`src/rtl/cpu_types_pkg.sv`:
```
// Shared CPU pipeline types: data word and memory-stage FSM states.
// SC_OK is the value a successful store-conditional writes back.
package cpu_types_pkg;

  typedef logic [31:0] word_t;

  typedef enum logic [1:0] {
    IDLE = 2'd0,
    BUSY = 2'd1,
    HELD = 2'd2
  } mem_state_t;

  localparam word_t SC_OK = 32'd1;

endpackage

```
`src/rtl/link_reg.sv`:
```
// LL/SC reservation register: set by a completed LL, cleared by a matching snoop or own store.
// Registered state, combinational compare; an LL completing in the same cycle as a clear wins.
module link_reg
  import cpu_types_pkg::*;
(
  input  logic        i_clk,
  input  logic        i_rst,
  input  logic        i_set,
  input  logic [31:0] i_addr,
  input  logic        i_wr_hit,
  input  logic        i_snoop_inv,
  input  logic [31:0] i_snoop_addr,
  output logic        o_match,
  output logic        o_link_valid,
  output logic [31:0] o_link_addr
);

  logic  r_valid;
  word_t r_addr;
  logic  w_clr;

  // Addresses arrive word-aligned, so a full compare is a word compare.
  assign w_clr = (i_snoop_inv && (i_snoop_addr == r_addr)) ||
                 (i_wr_hit && (i_addr == r_addr));

  always_ff @(posedge i_clk) begin
    if (i_rst) begin
      r_valid <= 1'b0;
      r_addr  <= '0;
    end else if (i_set) begin
      r_valid <= 1'b1;
      r_addr  <= i_addr;
    end else if (w_clr) begin
      r_valid <= 1'b0;
    end
  end

  assign o_match      = r_valid && (i_addr == r_addr);
  assign o_link_valid = r_valid;
  assign o_link_addr  = r_addr;

endmodule

```
`src/rtl/mem_stage.sv`:
```
// Pipeline MEM stage: issues dcache requests, stalls until dhit, holds the result until advance.
// Requests are driven combinationally from EX/MEM; dhit never feeds dREN/dWEN.
module mem_stage
  import cpu_types_pkg::*;
(
  input  logic        CLK,
  input  logic        RST,
  input  logic        memread_in,
  input  logic        memwrite_in,
  input  logic        ll_in,
  input  logic        sc_in,
  input  logic [31:0] addr_in,
  input  logic [31:0] wdata_in,
  input  logic        advance,
  input  logic        dhit,
  input  logic [31:0] dload,
  input  logic        snoop_inv,
  input  logic [31:0] snoop_addr,
  output logic        dREN,
  output logic        dWEN,
  output logic [31:0] daddr,
  output logic [31:0] dstore,
  output logic [31:0] dmemload_out,
  output logic        mem_stall,
  output logic        link_valid,
  output logic [31:0] link_addr
);

  mem_state_t r_state, w_state_nxt;
  word_t      r_held;
  word_t      w_daddr, w_snoop_word, w_result, w_dmemload;
  logic       w_link_match, w_sc_fail, w_req, w_not_held;
  logic       w_ren, w_wen, w_done, w_unused;

  assign w_daddr      = {addr_in[31:2], 2'b00};
  assign w_snoop_word = {snoop_addr[31:2], 2'b00};
  assign w_unused     = ^{addr_in[1:0], snoop_addr[1:0]};

  assign w_not_held = (r_state != HELD);
  assign w_sc_fail  = sc_in && memwrite_in && !w_link_match;
  assign w_req      = (memread_in || memwrite_in) && !w_sc_fail;

  // A write wins over a simultaneous (illegal) read.
  assign w_ren  = memread_in && !memwrite_in && w_not_held && !RST;
  assign w_wen  = memwrite_in && w_not_held && !w_sc_fail && !RST;
  assign w_done = (w_ren || w_wen) && dhit;

  assign w_result = w_ren ? dload : (sc_in ? SC_OK : '0);

  always_comb begin
    w_state_nxt = r_state;
    case (r_state)
      IDLE: begin
        if (w_req && !dhit)           w_state_nxt = BUSY;
        else if (w_req && !advance)   w_state_nxt = HELD;
      end
      // A withdrawn request (e.g. SC whose reservation was snooped away) must not land in HELD.
      BUSY: begin
        if (dhit && w_req)            w_state_nxt = advance ? IDLE : HELD;
      end
      HELD: begin
        if (advance)                  w_state_nxt = IDLE;
      end
      default:                        w_state_nxt = IDLE;
    endcase
  end

  always_ff @(posedge CLK) begin
    if (RST) begin
      r_state <= IDLE;
      r_held  <= '0;
    end else begin
      r_state <= w_state_nxt;
      if (w_done) r_held <= w_result;
    end
  end

  always_comb begin
    w_dmemload = '0;
    if (RST)                  w_dmemload = '0;
    else if (r_state == HELD) w_dmemload = r_held;
    else if (w_done)          w_dmemload = w_result;
  end

  link_reg u_link_reg (
    .i_clk        (CLK),
    .i_rst        (RST),
    .i_set        (w_done && w_ren && ll_in),
    .i_addr       (w_daddr),
    .i_wr_hit     (w_done && w_wen),
    .i_snoop_inv  (snoop_inv),
    .i_snoop_addr (w_snoop_word),
    .o_match      (w_link_match),
    .o_link_valid (link_valid),
    .o_link_addr  (link_addr)
  );

  assign dREN         = w_ren;
  assign dWEN         = w_wen;
  assign daddr        = w_daddr;
  assign dstore       = wdata_in;
  assign dmemload_out = w_dmemload;
  assign mem_stall    = (w_ren || w_wen) && !dhit;

endmodule

```
`config.mk`:
```
export PLATFORM = sky130hd
export DESIGN_NAME = mem_stage
export DESIGN_NICKNAME = d
export VERILOG_FILES = /design/src/rtl/cpu_types_pkg.sv /design/src/rtl/link_reg.sv /design/src/rtl/mem_stage.sv
export SDC_FILE = /design/constraint.sdc
export NUM_CORES = 1
export LEC_CHECK = 0
export BUFFER_PORTS_ARGS = -buffer_cell sky130_fd_sc_hd__buf_2
export CAP_MARGIN = 10
export CORE_AREA = 2 2 105 107
export DETAILED_ROUTE_END_ITERATION = 6
export DIE_AREA = 0 0 107 109
export PLACE_DENSITY = 0.73
export RECOVER_POWER = 25
export SYNTH_ARGS = -nofsm -noshare
export SYNTH_HDL_FRONTEND = slang
export SYNTH_SLANG_ARGS = --single-unit
export TNS_END_PERCENT = 5
```
`constraint.sdc`:
```
create_clock -name CLK -period 2 [get_ports CLK]
set_input_delay 0.1 -clock CLK [delete_from_list [all_inputs] [get_ports CLK]]
set_output_delay 0.1 -clock CLK [all_outputs]
set_load 0.005 [all_outputs]
```
* Word level (Yosys, flattened, before mapping)
Index checks and enable logic that the tools add are counted.
Operators by class: equal/unequal tests 8, muxes and demuxes 13, reductions and logical operators 32
Operators by type and width (count):
- 32-bit two-way mux | 4
- 30-bit equality test | 2
- 1-bit logical AND | 20
- 2-bit two-way mux | 5
- 1-bit logical NOT | 6
- 2-bit != test, second input constant | 3
- 2-bit one-hot mux with 3 select lines | 1
- 1-bit logical OR | 3
- 1-bit two-way mux | 3
- 3-bit != test, second input constant | 1
- 3-bit AND reduction | 1
- 2-bit by 1-bit equality test with 1-bit output, second input constant | 1
- 2-bit equality test, second input constant | 1
- 2-bit logical NOT | 1
- 2-bit nonzero test | 1
Word-level totals: register bits after elaboration 65, output and inout port bits 132, word-level logic and storage cells 57

* Depth between registers and ports, before layout
Gate-level depths: netlist of the first run.
depth after elaboration 14, mapped depth 8

* Modules after synthesis
A second synthesis of the first run with hierarchy kept.
Second synthesis, totals: cell total of the unflattened synthesis 400, area, all modules 3873.7 um^2
By module, submodules not included:
- mem_stage | instances 1, cells an instance 203, area each 1996.9 um^2, seq. area each 680.7 um^2
- link_reg | instances 1, cells an instance 197, area each 1876.8 um^2, seq. area each 660.6 um^2

* Worst setup path after synthesis of the first run
No wires, ideal clock.
path kind flip-flop to flip-flop, start register u_link_reg.r_addr[21], in the netlist u_link_reg.o_link_addr[21], end register r_held[2], library setup time 0.117 ns, arrival 1.762 ns, slack 0.121 ns, cell stages (with the launch flop) 8, clock period less this slack 1.879 ns, cell sequence dfxtp_1 > xnor2_1 > nand4_1 > or3_4 > nor4_4 > a311oi_2 > buf_6 > a22o_1
Between the ends: cells in the longest elaborated chain, start to end 9
RTL lines:
- from (decl) | line link_reg.sv:19 | word_t r_addr;
- from (signal assigned) | line link_reg.sv:32 | r_addr <= i_addr;
- 30-bit equality test | line link_reg.sv:38 | assign o_match = r_valid && (i_addr == r_addr);
- 1-bit logical AND | line link_reg.sv:38
- 1-bit logical NOT | line mem_stage.sv:40 | assign w_sc_fail = sc_in && memwrite_in && !w_link_match;
- 1-bit logical AND | line mem_stage.sv:40
- 1-bit logical NOT | line mem_stage.sv:45 | assign w_wen = memwrite_in && w_not_held && !w_sc_fail && !RST;
- 1-bit logical AND (2 in a row) | line mem_stage.sv:45
- 1-bit logical OR | line mem_stage.sv:46 | assign w_done = (w_ren || w_wen) && dhit;
- 1-bit logical AND | line mem_stage.sv:46
- to (signal assigned) | line mem_stage.sv:74 | if (w_done) r_held <= w_result;
- to (decl) | line mem_stage.sv:30 | word_t r_held;
Every way passes these cells. A chain may end at the register's enable or synchronous reset.

* Worst setup path after layout of the first run
start register u_link_reg.r_addr[26], in the netlist u_link_reg.o_link_addr[26], end output mem_stall
Between the ends: cells in the longest elaborated chain, start to end 9
RTL lines:
- 30-bit equality test | line link_reg.sv:38
- 1-bit logical AND | line link_reg.sv:38
- 1-bit logical NOT | line mem_stage.sv:40
- 1-bit logical AND | line mem_stage.sv:40
- 1-bit logical NOT | line mem_stage.sv:45
- 1-bit logical AND (2 in a row) | line mem_stage.sv:45
- 1-bit logical OR | line mem_stage.sv:103 | assign mem_stall = (w_ren || w_wen) && !dhit;
- 1-bit logical AND | line mem_stage.sv:103
- to (decl) | line mem_stage.sv:24 | output logic mem_stall,
Every way passes these cells.

==> impl_metrics.yaml, run 1 <==
floorplanning:
  placeableCoreArea_um2: 10600
  start_util_pct: 36.41
  ioPinCount: 269
  fp.dieH_um: 109
  num_rows: 38
  die_w_um: 107
  dieArea_um2: 11660
logic_synthesis:
  ys_ff_latch: 65
  postSynthAreaPerCell_um2: 8.213
  yosysUniqueCellTypes: 37
  syn_area_um2: 3860
  synth.area.top_cells: "dfxtp_1 34%, buf_4 13%, xnor2_1 7.7%, a22o_1 7.0%, nand2_1 6.5%"
  synth.top_cell.area_share_pct: 33.71
  post-synth-top-area-cell: "dfxtp_1"
  ys.flop_type: "dfxtp_1"
  synth_edf_count: 0
  synthCells: 470
  yosysWarnings: 0
  synthArstFlopShare_pct: 0
  ys_seq_area_share_pct: 33.71
timing:
  rsz0062_at_grt: "yes"
  setup_slack_ps: -253.5
  finalCriticalPeriod_ps: 2254
  fin_skew_ps: 9.944
  finalMaxSlewViolations: 0
  fin_crit_sh_pct: 112.7
  finalSetupViolCount: 40
  hold_viol_final: 0
  slew-limit-headroom_pct: 56.10
  worst_slew_pin_slew_ps: 658.5
  fmax_mhz: 443.7
critical_path:
  worst-path-buf-inv: 2
  worstSetupPathType: "flip-flop to primary output"
  critPathTopFamily: "simple AND/OR/NAND/NOR gates"
  startpoint_type: "flip-flop"
  timing.critical_path.required_ps: 1900
  max_stage_delay_ps: 410
  slowest_stage: "or3_4"
  rrSetupSlack_ps: -180
  rr_worst_depth: 8
  crit_chain: "xor2_1 > nor4_2 > buf_4 > nand4_1 > or3_4 > a31oi_1 > buf_2"
  arrival_ps: 2150
  critical_path_depth: 7
  critPathMaxFanout: 4
  crit_path_end_kind: "primary output"
clock_network:
  cts_tree: "done"
  cts_root_buf: "clkbuf_8"
  numCtsBuffers: 9
  clkLatencyLatePin_ps: 340
  clock_sinks: 65
  cts.clk_slew.worst_paths_ps: 70
  clock_path_buffers: 2
  htree_levels: 3
place:
  gp_congestion: 0.8268
  dp_slack_ps: -149.4
  placed_area_um2: 4686
  io_buffers: 196
  hpwlAfterDp_mm: 8.722
pwr:
  vdd_drop_max_mv: 0.3971
  p_per_area_nw_per_um2: 578.7
  leakage_nw: 2.471
layout:
  final_cell_area_um2: 5440
  drive_above_1_share_pct: 43.38
  synthToLayoutAreaGrowth_pct: 40.94
  antenna_cells: 0
  final_nets: 790
  multiInputGateArea_um2: 2096
  fillers: 967
  area.sequential_um2: 1316
route:
  wl_per_cell_um: 15.16
  first_iter_violations: 143
  viasPerCell: 5.016
  route.met2.wl_mm: 6.176
  vias: 3998
  routed_wl_mm: 12.08
  drc_errors: 0
  ant_nets: 0
  wl_met1_mm: 4.791
  wl_met3_um: 919
  top_layer_used: "met4"
  first_pass_iters: 5
min_path:
  hold_path_depth: 3
  holdCritPathClass: "input port to flip-flop"
global_route:
  grt_pass1_vias: 3681
  antenna_found_initial: 0
  track_usage_pct: 19.74
  grt_max_degree: 64
  grt_pass1_wl_mm: 17.95
  grt_remaining_overflow: 0
job:
  cap_violations: 0
status:
  violations: "negative setup slack"
  status: "finished, violations left"
cell families after synthesis:
group | count (synthesis) | synth area share (%)
flip-flops | 65 | 33.71
AND/OR/NAND/NOR | 137 | 16.18
other | 1 | 0.09715
buffers and inverters | 99 | 16.66
XOR/XNOR | 60 | 13.61
AO/OA/AOI/OAI | 108 | 19.74
synth_stat cells (all sizes together), types with 2 or more instances:
cell    instances
or2             2
nand4          10
nor2           37
or3             2
a31oi           2
dfxtp          65
xor2           26
clkbuf         16
xnor2          34
a21oi          35
a311oi          2
or4             2
o21ai           3
nand2          67
buf            78
nor3            2
nor4           10
a22o           31
a22oi          31
inv             5
power breakdown:
part | switching (mW) | total, mW | leakage (nW) | internal [mW]
combinational | 0.247 | 0.502 | 1.82 | 0.255
clock | 0.500 | 1.30 | 0.116 | 0.799
sequential | 0.0228 | 1.35 | 0.532 | 1.32
total | 0.770 | 3.15 | 2.47 | 2.38
per-stage QoR:
| stage | util, % | instances | hold WS [ps] | power (mW) | TNS, ps |
|---|---|---|---|---|---|
| 2_1_floorplan | - | 473 | 232.9 | 1.665 | 0 |
| 3_3_place_gp | 44.19 | 745 | 200.0 | 1.796 | -3699 |
| 3_5_place_dp | 44.19 | 745 | 200.0 | 1.810 | -4624 |
| 4_1_cts | 50.39 | 796 | 3.828 | 3.178 | -7770 |
| 5_1_grt | 51.31 | 797 | 12.09 | 3.295 | -12610 |
| 6_report | 51.31 | 797 | 24.99 | 3.148 | -5538 |
registers in the layout, summed over array words and instances, names as in the netlist:
register,cells
r_state,2
u_link_reg.o_link_addr,30
u_link_reg.o_link_valid,1
r_held,32
cell type report:
type / instances / area share, %
sequential: 65 / 24.19
clock inverter: 2 / 1.104
multi-input combinational: 309 / 38.52
inverter: 5 / 0.3450
clock buffer: 13 / 3.105
timing repair buffer: 263 / 29.51
tap: 140 / 3.220
metal layers:
metal  vias to the layer above  GRT usage (%)
li1                       1913              -
met1                      1860          21.88
met2                       205          36.21
met3                        20          5.738
met4                         0          6.586
met5                         -              0
cell usage in the layout, fill, tap and decap left out, types with 3 or more instances in the layout:
cell type,count
inv_1,5
buf_4,33
o21ai_0,3
nor2_1,37
buf_2,195
buf_12,3
dlygate4sd3_1,31
a22o_1,31
nand4_1,10
conb_1,4
a21oi_1,34
xor2_1,24
dfxtp_1,55
xnor2_2,5
a22oi_1,31
dfxtp_2,9
nor4_2,6
clkbuf_8,12
xnor2_1,29
nand2_1,66
final timing paths:
path	startpoint	to
max	u_link_reg.o_link_addr[26]$_SDFFE_PP0P_	mem_stall
min	addr_in[28]	u_link_reg.o_link_addr[28]$_SDFFE_PP0P_
max reg2reg	u_link_reg.o_link_addr[5]$_SDFFE_PP0P_	r_held[6]$_SDFFE_PP0N_
min reg2reg	r_held[9]$_SDFFE_PP0N_	r_held[9]$_SDFFE_PP0N_
what timing repair did:
item / in CTS / in global routing
hold buffers: 31 / 0
setup endpoints to repair: 67 / 69
gates resized for setup: 16 / 20
buffers inserted: 5 / 1
pin swaps: 8 / 16
hold endpoints to repair: 31 / 0
worst register-to-register path, delay by kind of cell (launching register included):
kind | cells | cell delay [ps]
and+or+nand+nor | 3 | 900
buffers and inverters | 2 | 390
DFF | 1 | 320
AOI/OAI and AO/OA | 2 | 270
xor gates and xnor gates | 1 | 170
Power figures use the tool's default switching activity.
==> run 2: changes to the inputs <==
- REMOVE_ABC_BUFFERS: default -> 1
==> impl_metrics.yaml, run 2 (synthesis gave the netlist of run 1 again) <==
timing:
  setup_slack_ps: -343.4
  finalMaxSlewViolations: 0
  fin_crit_sh_pct: 117.2
  finalSetupViolCount: 49
  slew-limit-headroom_pct: 53.30
  fmax_mhz: 426.7
  hold_viol_final: 0
  finalCriticalPeriod_ps: 2343
  worst_slew_pin_slew_ps: 700.6
  fin_skew_ps: 8.124
  rsz0062_at_grt: "yes"
floorplanning:
  die_w_um: 107
  ioPinCount: 269
  num_rows: 38
  fp.dieH_um: 109
  start_util_pct: 36.41
  placeableCoreArea_um2: 10600
  dieArea_um2: 11660
clock_network:
  clock_sinks: 65
  numCtsBuffers: 9
  cts_root_buf: "clkbuf_8"
  cts_tree: "done"
  htree_levels: 3
  clkLatencyLatePin_ps: 340
  clock_path_buffers: 2
  cts.clk_slew.worst_paths_ps: 70
place:
  gp_congestion: 0.8028
  placed_area_um2: 4883
  io_buffers: 196
  dpl.cell_count: 773
  hpwlAfterDp_mm: 10.04
critical_path:
  timing.critical_path.required_ps: 1900
  crit_chain: "xnor2_1 > nand4_1 > or3_4 > buf_4 > or3_4 > a21oi_4 > buf_2"
  arrival_ps: 2240
  crit_top_cell: "or3_4"
  crit_start: "u_link_reg.o_link_addr[31]$_SDFFE_PP0P_"
  reg2reg_from: "u_link_reg.o_link_addr[31]$_SDFFE_PP0P_"
  slowest_stage: "or3_4"
  worstSetupPathType: "flip-flop to primary output"
  critPathTopFamily: "simple AND/OR/NAND/NOR gates"
  crit_path_end_kind: "primary output"
  worst-path-buf-inv: 2
  max_stage_delay_ps: 440
  critPathMaxFanout: 2
  startpoint_type: "flip-flop"
route:
  first_iter_violations: 189
  drc_errors: 0
  top_layer_used: "met4"
  route.met2.wl_mm: 6.609
  wl_met1_mm: 5.949
  viasPerCell: 5.046
  vias: 4168
  ant_nets: 0
  routed_wl_mm: 14.23
  wl_met3_mm: 1.384
  first_pass_iters: 4
  wl_per_cell_um: 17.22
global_route:
  grt_pass1_vias: 4024
  grt_remaining_overflow: 0
  track_usage_pct: 23.37
  antenna_found_initial: 0
  grt_pass1_wl_mm: 20.58
  grt_max_degree: 73
pwr:
  leakage_nw: 2.625
  p_per_area_nw_per_um2: 541.2
  vdd_drop_max_mv: 0.3253
layout:
  synthToLayoutAreaGrowth_pct: 47.36
  regMostFlops: "r_held"
  antenna_cells: 0
  final_core_util_pct: 53.65
  final_cell_area_um2: 5688
  layout_commonest_cell: "buf_2"
  final_nets: 818
  largest_reg_flops: 32
  fin_cells: 826
  layout_common_cells: "196 x buf_2, 67 x nand2_1, 54 x buf_4, 52 x dfxtp_1, 37 x nor2_1"
  drive_above_1_share_pct: 46.06
status:
  status: "finished, violations left"
  violations: "negative setup slack"
min_path:
  holdCritPathClass: "input port to flip-flop"
  min-delay-start: "addr_in[11]"
job:
  cap_violations: 0
## run 2: changes by cell type in the layout (fill, tap and decap cells not counted), sizes merged
cell,change
clkbuf,+1
bufinv,-1
clkinv,+1
buf,+28
## run 2: final cells by class
| cell class | instances | area (µm²) |
|---|---|---|
| tap | 140 | 175.2 |
| clock buffer | 14 | 172.7 |
| timing repair buffer | 291 | 1838 |
| fill | 932 | 4915 |
| clock inverter | 2 | 35.03 |
| multi-input combinational | 309 | 2131 |
| sequential | 65 | 1318 |
| inverter | 5 | 18.77 |
## run 2: through the flow
stage | hold slack [ps] | setup TNS [ps] | worst slack (ps) | total power, mW
4_1_cts | 2.845 | -13360 | -439.2 | 3.090
5_1_grt | 7.201 | -15450 | -492.1 | 3.227
3_3_place_gp | 200.1 | -9842 | -298.1 | 1.821
3_5_place_dp | 200.1 | -12430 | -394.1 | 1.832
2_1_floorplan | 169.1 | -440620 | -5941 | 1.529
6_report | 17.86 | -6554 | -343.4 | 3.078
## run 2: power by group
| part | switching (mW) | total (mW) | internal [mW] |
|---|---|---|---|
| clock | 0.502 | 1.18 | 0.678 |
| combinational | 0.269 | 0.552 | 0.283 |
| sequential | 0.0204 | 1.35 | 1.33 |
## run 2: final timing paths
path	slack (ps)	endpoint	cells past startpoint
setup / recovery	-340	dWEN	7
hold / removal	20	u_link_reg.o_link_addr[11]$_SDFFE_PP0P_	3
setup reg to reg	-160	r_held[25]$_SDFFE_PP0N_	8
hold reg to reg	480	r_held[14]$_SDFFE_PP0N_	1
## run 2: worst register-to-register path, stage by stage (launching register included)
cell,delay (ps)
dfxtp_2,330
xnor2_1,140
nand4_1,160
or3_4,440
nor4_4,300
buf_4,170
a311oi_4,80
buf_8,240
a22o_1,190
## run 2: what timing repair did
action	in CTS	in global routing
buffers inserted	3	2
hold buffers	31	0
endpoints found under the hold margin	31	0
resized for setup	37	11
setup endpoints to repair	68	79
pin swaps	31	27
## run 2: layer usage
metal	track usage [%]	up-vias
li1	-	1974
met1	27.47	1950
met2	38.76	224
met3	8.787	20
met4	8.534	0
met5	2.679	-
==> run 3: changes to the inputs <==
- SYNTH_HIERARCHICAL: default -> 1
==> impl_metrics.yaml, run 3 <==
global_route:
  antenna_found_initial: 0
  grt_remaining_overflow: 0
  grt_max_degree: 63
  grt_pass1_vias: 3646
  grt_pass1_wl_mm: 18.49
  track_usage_pct: 21.05
job:
  cap_violations: 0
critical_path:
  reg2reg_from: "u_link_reg/o_link_addr[18]$_SDFFE_PP0P_"
  rrSetupSlack_ps: -440
  startpoint_type: "flip-flop"
  critPathMaxFanout: 2
  worst-path-buf-inv: 3
  arrival_ps: 2410
  crit_path_end_kind: "primary output"
  worstSetupPathType: "flip-flop to primary output"
  slowest_stage: "dfxtp_2"
  crit_chain: "xor2_1 > nor4_2 > buf_4 > nand4_1 > nor3_2 > nand2b_4 > a21o_1 > buf_6 > nor4b_4 > buf_2"
  r2r-end: "r_held[16]$_SDFFE_PP0N_"
  critPathTopFamily: "simple AND/OR/NAND/NOR gates"
  rr_worst_depth: 12
  timing.critical_path.required_ps: 1900
  max_stage_delay_ps: 330
logic_synthesis:
  synthArstFlopShare_pct: 0
  yosysUniqueCellTypes: 32
  synthCells: 400
  post-synth-top-area-cell: "dfxtp_1"
  syn_area_um2: 3874
  postSynthAreaPerCell_um2: 9.684
  ys.flop_type: "dfxtp_1"
  synth.top_cell.area_share_pct: 34.63
  synth_top_cells_by_count: "67 x dfxtp_1, 64 x buf_4, 36 x xor2_1, 33 x a32o_1, 33 x nor2_1"
  ys_seq_area_share_pct: 34.63
  synth_edf_count: 0
  synth.area.top_cells: "dfxtp_1 35%, buf_4 12%, a32o_1 8.5%, mux2i_1 8.3%, xor2_1 8.1%"
  ys_ff_latch: 67
  yosysWarnings: 6
  yosysMostFrequentCell: "dfxtp_1"
floorplanning:
  dieArea_um2: 11660
  start_util_pct: 36.54
  die_w_um: 107
  ioPinCount: 269
  fp.dieH_um: 109
  num_rows: 38
  placeableCoreArea_um2: 10600
pwr:
  p_per_area_nw_per_um2: 549.0
  power.internal_mw: 2.247
  sw_frac_of_total_pct: 27.07
  power_frac_clock_pct: 36.9
  pwr-share-seq_pct: 45.1
  pwr-share-comb_pct: 18.0
  vdd_drop_max_mv: 0.3193
  leakage_nw: 2.665
  p_total_mw: 3.081
  p_switching_mw: 0.8340
route:
  vias: 3830
  routed_wl_mm: 12.81
  first_pass_iters: 4
  ant_nets: 0
  drc_errors: 0
  wl_per_cell_um: 16.70
  first_iter_violations: 148
  viasPerCell: 4.993
clock_network:
  clkLatencyLatePin_ps: 350
  numCtsBuffers: 9
  cts_tree: "done"
  clock_path_buffers: 2
  htree_levels: 3
  clock_sinks: 67
  cts.clk_slew.worst_paths_ps: 70
  cts_root_buf: "clkbuf_8"
place:
  hpwlAfterDp_mm: 9.298
  placed_area_um2: 4915
  gp_congestion: 0.7611
  io_buffers: 198
min_path:
  whs_endpoint: "u_link_reg/o_link_addr[16]$_SDFFE_PP0P_"
  min-delay-start: "addr_in[16]"
  hold_path_depth: 3
  holdCritPathClass: "input port to flip-flop"
layout:
  layout_commonest_cell: "buf_2"
  synthToLayoutAreaGrowth_pct: 44.86
  final_nets: 759
  antenna_cells: 0
  fillers: 925
  drive_above_1_share_pct: 48.80
  layout_common_cells: "198 x buf_2, 61 x dfxtp_1, 59 x buf_4, 35 x xor2_1, 33 x nor2_1"
  final_cell_area_um2: 5612
status:
  status: "finished, violations left"
  violations: "negative setup slack"
timing:
  finalCriticalPeriod_ps: 2510
  setup_slack_ps: -509.8
  hold_viol_final: 0
  fin_skew_ps: 12.54
  fin_crit_sh_pct: 125.5
  rsz0062_at_grt: "yes"
  finalMaxSlewViolations: 0
  finalSetupViolCount: 40
  slew-limit-headroom_pct: 60.54
  fmax_mhz: 398.4
  worst_slew_pin_slew_ps: 591.8
-- run 3: cell count changes after synthesis, moves of 6 or more --
cell | previous run | this run
a22oi_1 | 31 | 0
xor2_1 | 26 | 36
xnor2_1 | 34 | 28
buf_1 | 8 | 0
mux2i_1 | 0 | 32
a32o_1 | 0 | 33
nand2_1 | 67 | 3
a21oi_1 | 35 | 2
buf_2 | 1 | 11
-- run 3: how the worst max path moves through the flow --
stage / start / endpoint / depth (start not counted)
floorplan: u_link_reg/o_link_addr[11]$_SDFFE_PP0P_ / r_held[10]$_SDFFE_PP0N_ / 8
global placement: u_link_reg/o_link_addr[17]$_SDFFE_PP0P_ / mem_stall / 9
detailed placement: u_link_reg/o_link_addr[17]$_SDFFE_PP0P_ / r_state[0]$_SDFFE_PP0P_ / 9
CTS: u_link_reg/o_link_addr[5]$_SDFFE_PP0P_ / mem_stall / 10
global route: u_link_reg/o_link_addr[18]$_SDFFE_PP0P_ / mem_stall / 10
finish: u_link_reg/o_link_addr[18]$_SDFFE_PP0P_ / mem_stall / 10
-- run 3: power by group through the flow --
| stage | combinational (mW) | sequential, mW | clock (mW) |
|---|---|---|---|
| final | 0.554 | 1.39 | 1.14 |
| after global routing | 0.600 | 1.39 | 1.22 |
| after CTS | 0.540 | 1.39 | 1.17 |
| after detailed placement | 0.468 | 1.42 | 0 |
| after global placement | 0.458 | 1.42 | 0 |
| after floorplan | 0.165 | 1.42 | 0 |
-- run 3: area by class of cell --
type | instances | area (µm²) | area share [%]
inverters | 4 | 15.01 | 0.2676
clock buffers | 9 | 123.9 | 2.207
well taps | 140 | 175.2 | 3.122
clock inverters | 7 | 77.57 | 1.382
flip-flops and latches | 67 | 1349 | 24.04
repair buffers | 293 | 1826 | 32.53
multi-input cells | 247 | 2046 | 36.45
-- run 3: worst register-to-register path, delay by kind of cell, from the launching register on --
kind / cells / cell delay (ps)
DFF: 1 / 330
buffers and inverters: 4 / 570
AOI/OAI and AO/OA: 3 / 410
xor gates and xnor gates: 1 / 160
and+or+nand+nor: 4 / 880
-- run 3: repair_timing --
item / 4_1_cts / 5_1_grt
hold buffers: 32 / 0
buffers inserted: 4 / 4
endpoints found under the setup margin: 69 / 69
pin swaps: 12 / 26
endpoints found under the hold margin: 32 / 0
resized for setup: 20 / 7
-- run 3: cell families (layout without fill, tap and decap cells) --
family,count (synthesis),count (layout),synth area share (%)
xor gates and xnor gates,64,64,14.47
DFF,67,67,34.63
other,1,8,0.09681
AOI/OAI and AO/OA,71,71,17.05
buffers and inverters,93,313,16.15
muxes,32,32,8.269
and+or+nand+nor,72,72,9.335
-- run 3: through the flow --
step	hold WS, ps	setup slack [ps]	util (%)	setup TNS (ps)	cells
after global placement	200.0	-450.8	46.35	-15560	711
after global routing	34.31	-644.1	52.93	-22160	767
after floorplan	172.4	-641.4	-	-32920	318
after CTS	15.46	-544.6	52.43	-13020	763
after detailed placement	200.0	-536.3	46.35	-16000	711
final	36.26	-509.8	52.93	-15450	767
-- run 3: routing by layer --
layer,part of all wire (%),global-route usage [%],up-vias
met5,0.45,5.357,-
li1,-,-,1809
met1,41,24.57,1736
met2,45,32.85,259
met4,2.1,9.276,2
met3,12,9.504,24
